<file path="config.mk">
export PLATFORM = sky130hd
export DESIGN_NAME = hazard_ctrl
export DESIGN_NICKNAME = d
export VERILOG_FILES = /design/src/rtl/hazard_pkg.sv /design/src/rtl/hazard_sat_cnt.sv /design/src/rtl/hazard_ctrl.sv
export SDC_FILE = /design/constraint.sdc
export NUM_CORES = 1
export LEC_CHECK = 0
export BUFFER_PORTS_ARGS = -buffer_cell sky130_fd_sc_hd__clkbuf_2
export CAP_MARGIN = 5
export CORE_AREA = 2 2 39 41
export DETAILED_ROUTE_END_ITERATION = 12
export DIE_AREA = 0 0 41 43
export PLACE_DENSITY_LB_ADDON = 0.3
export SYNTH_ARGS = -nofsm -noshare
export SYNTH_HDL_FRONTEND = slang
export SYNTH_HIERARCHICAL = 1
export SYNTH_SLANG_ARGS = --single-unit
</file>
<file path="constraint.sdc">
create_clock -name i_clk -period 1.5 [get_ports i_clk]
set_clock_uncertainty 0.1 [all_clocks]
set_input_delay 0.225 -clock i_clk [delete_from_list [all_inputs] [get_ports i_clk]]
set_output_delay 0.225 -clock i_clk [all_outputs]
set_load 0.03 [all_outputs]
</file>
<file path="src/rtl/hazard_pkg.sv">
// +--------------------------------------------------------------------+
// | hazard_pkg : shared FSM encodings, constants and load-use helper    |
// | Rev 1.0                                                             |
// +--------------------------------------------------------------------+
`default_nettype none

package hazard_pkg;

  localparam logic [4:0] REG_ZERO = 5'd0;
  localparam int         STAT_W   = 16;

  typedef enum logic [1:0] {
    ST_RUN        = 2'b00,
    ST_LOAD_STALL = 2'b01,
    ST_FLUSH      = 2'b10,
    ST_MEM_WAIT   = 2'b11
  } hazard_state_e;

  // r0 is hard-wired zero, so a load "into" it never creates a dependency
  function automatic logic load_use(
    input logic       mem_read,
    input logic [4:0] tar_reg,
    input logic [4:0] rs,
    input logic [4:0] rt,
    input logic       uses_rt
  );
    return mem_read && (tar_reg != REG_ZERO) &&
           ((tar_reg == rs) || (uses_rt && (tar_reg == rt)));
  endfunction

endpackage

`default_nettype wire

</file>
<file path="src/rtl/hazard_sat_cnt.sv">
// +--------------------------------------------------------------------+
// | hazard_sat_cnt : saturating event counter, async active-low reset  |
// | Rev 1.0                                                             |
// +--------------------------------------------------------------------+
`default_nettype none

module hazard_sat_cnt #(
  parameter int WIDTH = 16
) (
  input  logic             i_clk,
  input  logic             i_rst_n,
  input  logic             i_inc,
  output logic [WIDTH-1:0] o_count
);

  logic [WIDTH-1:0] r_count;

  always_ff @(posedge i_clk or negedge i_rst_n) begin
    if (!i_rst_n) begin
      r_count <= '0;
    end else if (i_inc && (r_count != {WIDTH{1'b1}})) begin
      r_count <= r_count + WIDTH'(1);
    end
  end

  assign o_count = r_count;

endmodule

`default_nettype wire

</file>
<file path="src/rtl/hazard_ctrl.sv">
// +--------------------------------------------------------------------+
// | hazard_ctrl : pipeline hazard FSM (load-use stall, branch flush,   |
// |               data-memory wait). HAZARD_STAT_EN adds stall/flush   |
// |               statistics counters.                                 |
// | Rev 1.0                                                             |
// +--------------------------------------------------------------------+
`default_nettype none

module hazard_ctrl
  import hazard_pkg::*;
(
  input  logic              i_clk,
  input  logic              i_rst_n,
  input  logic [4:0]        i_id_rs,
  input  logic [4:0]        i_id_rt,
  input  logic              i_id_uses_rt,
  input  logic              i_ex_mem_read,
  input  logic [4:0]        i_ex_tar_reg,
  input  logic              i_ex_branch_taken,
  input  logic              i_mem_busy,
  output logic              o_pc_write,
  output logic              o_if_id_write,
  output logic              o_if_id_flush,
  output logic              o_id_ex_bubble,
  output logic              o_pipe_hold,
  output logic [1:0]        o_state
`ifdef HAZARD_STAT_EN
  ,
  output logic [STAT_W-1:0] o_stall_cyc,
  output logic [STAT_W-1:0] o_flush_cnt
`endif
);

  hazard_state_e r_state;
  hazard_state_e w_next_state;
  logic          w_load_use;

  assign w_load_use = load_use(i_ex_mem_read, i_ex_tar_reg, i_id_rs,
                               i_id_rt, i_id_uses_rt);

  always_ff @(posedge i_clk or negedge i_rst_n) begin
    if (!i_rst_n) begin
      r_state <= ST_RUN;
    end else begin
      r_state <= w_next_state;
    end
  end

  always_comb begin
    w_next_state   = r_state;
    o_pc_write     = 1'b1;
    o_if_id_write  = 1'b1;
    o_if_id_flush  = 1'b0;
    o_id_ex_bubble = 1'b0;
    o_pipe_hold    = 1'b0;

    case (r_state)
      ST_RUN: begin
        if (i_mem_busy) begin
          o_pc_write    = 1'b0;
          o_if_id_write = 1'b0;
          o_pipe_hold   = 1'b1;
          w_next_state  = ST_MEM_WAIT;
        end else if (i_ex_branch_taken) begin
          o_if_id_flush  = 1'b1;
          o_id_ex_bubble = 1'b1;
          w_next_state   = ST_FLUSH;
        end else if (w_load_use) begin
          o_pc_write     = 1'b0;
          o_if_id_write  = 1'b0;
          o_id_ex_bubble = 1'b1;
          w_next_state   = ST_LOAD_STALL;
        end
      end
      // one recovery cycle: hazards are not re-detected here
      ST_LOAD_STALL, ST_FLUSH: begin
        if (i_mem_busy) begin
          o_pc_write    = 1'b0;
          o_if_id_write = 1'b0;
          o_pipe_hold   = 1'b1;
          w_next_state  = ST_MEM_WAIT;
        end else begin
          w_next_state  = ST_RUN;
        end
      end
      ST_MEM_WAIT: begin
        o_pc_write    = 1'b0;
        o_if_id_write = 1'b0;
        o_pipe_hold   = 1'b1;
        w_next_state  = i_mem_busy ? ST_MEM_WAIT : ST_RUN;
      end
      default: begin
        w_next_state = ST_RUN;
      end
    endcase

    if (!i_rst_n) begin
      o_pc_write     = 1'b0;
      o_if_id_write  = 1'b0;
      o_if_id_flush  = 1'b0;
      o_id_ex_bubble = 1'b1;
      o_pipe_hold    = 1'b0;
      w_next_state   = ST_RUN;
    end
  end

  assign o_state = r_state;

`ifdef HAZARD_STAT_EN
  logic w_stall_inc;
  logic w_flush_inc;

  assign w_stall_inc = !o_pc_write;
  assign w_flush_inc = (r_state == ST_RUN) && (w_next_state == ST_FLUSH);

  hazard_sat_cnt #(.WIDTH(STAT_W)) u_stall_cnt (
    .i_clk   (i_clk),
    .i_rst_n (i_rst_n),
    .i_inc   (w_stall_inc),
    .o_count (o_stall_cyc)
  );

  hazard_sat_cnt #(.WIDTH(STAT_W)) u_flush_cnt (
    .i_clk   (i_clk),
    .i_rst_n (i_rst_n),
    .i_inc   (w_flush_inc),
    .o_count (o_flush_cnt)
  );
`endif

endmodule

`default_nettype wire

</file>
==> flow_summary.yaml <==
run_status:
  status: "complete, but fails checks"
  violations: "setup timing"
global_routing:
  antenna_found_initial: 0
  grt_pass1_vias: 471
  grt_usage: 0.1483
  overflow: 0
  grt_max_degree: 8
  grt_pass1_wl_um: 1731
clocking:
  cts_tree: "done"
  clockBufferDepth: 2
  numCtsBuffers: 3
  clk_pin_slew_ps: 40
  root_buffer: "clkbuf_4"
  cts_sinks: 2
  htree_levels: 1
  insertion_delay_ps: 230
synth:
  syn_nets: 64
  synth_ff_type: "dfrtp_1"
  syn_inst: 41
  yosysWarningCount: 6
  syn-cell-area_um2: 322.8
  yosysTopAreaCell: "xor2_1"
  yosysUniqueCellTypes: 19
  async_flop_share: 1.000
  synth_common_cells: "7 x xor2_1, 4 x inv_1, 4 x o21ai_0, 3 x nand3_1, 3 x xnor2_1"
  synth_seq_cells: 2
  synth_edf_count: 0
  synth_most_common_cell: "xor2_1"
  synth_area_leaders: "xor2_1 19%, dfrtp_1 16%, xnor2_1 8.1%"
  synth.avg_cell_area_um2: 7.873
  synthDominantCellAreaShare: 0.1899
  yosysSeqAreaShare: 0.1550
die:
  dieWidth_um: 41
  dieArea_um2: 1763
  die_h_um: 43
  start_util: 0.2333
  io_pins: 28
  rows: 14
  core_um2: 1384
layout:
  largest_reg_flops: 2
  area_growth_pct: 122.1
  finalNetCount: 107
  fin_util: 0.5181
  diodes: 0
  drive_above_1_share: 0.6707
routing:
  wl_per_cell_um: 10.00
  num_vias: 434
  dr.first_iter.drc_count: 0
  drt_wl_total_um: 980
  firstDrtPassIters: 1
  via_per_inst: 4.429
  ant_nets: 0
  drcViolationCount: 0
timing:
  rsz0062_at_grt: "true"
  final_max_slew_viol_count: 0
  setup_viol: 6
  max_freq_mhz: 552.8
  finalWorstSetupSlack_ps: -309.1
  finalHoldViolCount: 0
  tightest_slew_ps: 245.9
  maxSlewHeadroom: 0.8346
  whs_ps: 208.4
  fin_setup_tns_ps: -864.3
  min_period_ps: 1809
  post-route-period-util: 1.206
setup_path:
  critPathKind: "input port to output pin"
  end_kind: "output pin"
  cp_data_arrival_time_ps: 1480
  crit_required_ps: 1170
  start_kind: "input port"
  critPathMaxFanout: 3
place:
  port_buffers: 27
  place.gp.congestion: 0.6419
  dpl.hpwl_um: 697.1
pwr:
  cellPowerDensity_nw_per_um2: 587.8
  p_leak_uw: 0.0003416
  ir_drop_mv: 0.3063
hold_path:
  min_path_type: "input port to register"
run:
  cap_violations: 0
cells by family after synthesis:
kind of cell	Yosys count	synth area share
compound gates	10	0.2093
xor+xnor	10	0.2713
fa+ha+maj	2	0.07751
buf+inv	5	0.06976
flops	2	0.1550
simple gates	12	0.2170
per-stage QoR:
stage | total power (uW) | instances | setup WS (ps) | instance area, um^2
3_3_place_gp | 232.1 | 90 | -317.5 | 536.8
4_1_cts | 419.9 | 97 | -330.9 | 693.2
2_1_floorplan | 159.7 | 41 | -218.6 | 340.3
6_report | 421.4 | 98 | -309.1 | 716.9
3_5_place_dp | 233.5 | 90 | -343.1 | 536.8
5_1_grt | 452.2 | 98 | -343.8 | 716.9
where the power goes:
group	internal [uW]	switching [uW]	leakage, uW
sequential	60.2	4.30	0.0000229
combinational	124	107	0.000305
clock	88.9	37.9	0.0000138
routing by layer:
metal / wire length, um / part of all wire / vias up / track usage
met5: 0 / 0 / - / 0
li1: - / - / 221 / -
met1: 325 / 0.33 / 183 / 0.1470
met4: 11 / 0.011 / 0 / 0.1200
met3: 90 / 0.092 / 2 / 0.01571
met2: 552 / 0.56 / 28 / 0.2531
cell usage in the layout, fill, tap and decap left out, types with 3 or more instances in the layout:
| cell | count |
|---|---|
| buf_4 | 11 |
| buf_6 | 3 |
| buf_8 | 4 |
| clkbuf_2 | 19 |
| clkbuf_4 | 3 |
| nand3_1 | 3 |
| xnor2_1 | 3 |
| xor2_1 | 7 |
cell type report:
type	instances	area, um^2
multi-input cells	34	311.5
inverters	4	15.01
clock buffers	3	22.52
fillers	142	666.9
flip-flops and latches	2	52.55
well taps	16	20.02
repair buffers	39	295.3
critical path: stages:
cell	delay (ps)
buf_8	100
or4_4	540
o21ai_4	160
a21oi_4	60
o31a_1	250
clkbuf_8	160
path summary, 6_finish.rpt:
path	from	end	slack, ps	cells after the start
worst max-delay path	i_ex_tar_reg[1]	o_id_ex_bubble	-310	6
worst min register to register	o_state[1]$_DFFE_PN0P_	o_state[1]$_DFFE_PN0P_	590	3
worst min-delay path	i_mem_busy	o_state[0]$_DFFE_PN0P_	210	2
min in group asynchronous	i_rst_n	o_state[0]$_DFFE_PN0P_	300	2
max in group asynchronous	i_rst_n	o_state[1]$_DFFE_PN0P_	860	2
worst max register to register	o_state[0]$_DFFE_PN0P_	o_state[0]$_DFFE_PN0P_	150	6
timing repair:
action / in CTS / in global routing
endpoints found under the setup margin: 5 / 5
setup buffers: 3 / 2
pin swaps: 5 / 5
hold endpoints to repair: 2 / 0
hold buffers: 1 / 0
gates resized for setup: 24 / 13
Power figures use the tool's default switching activity.
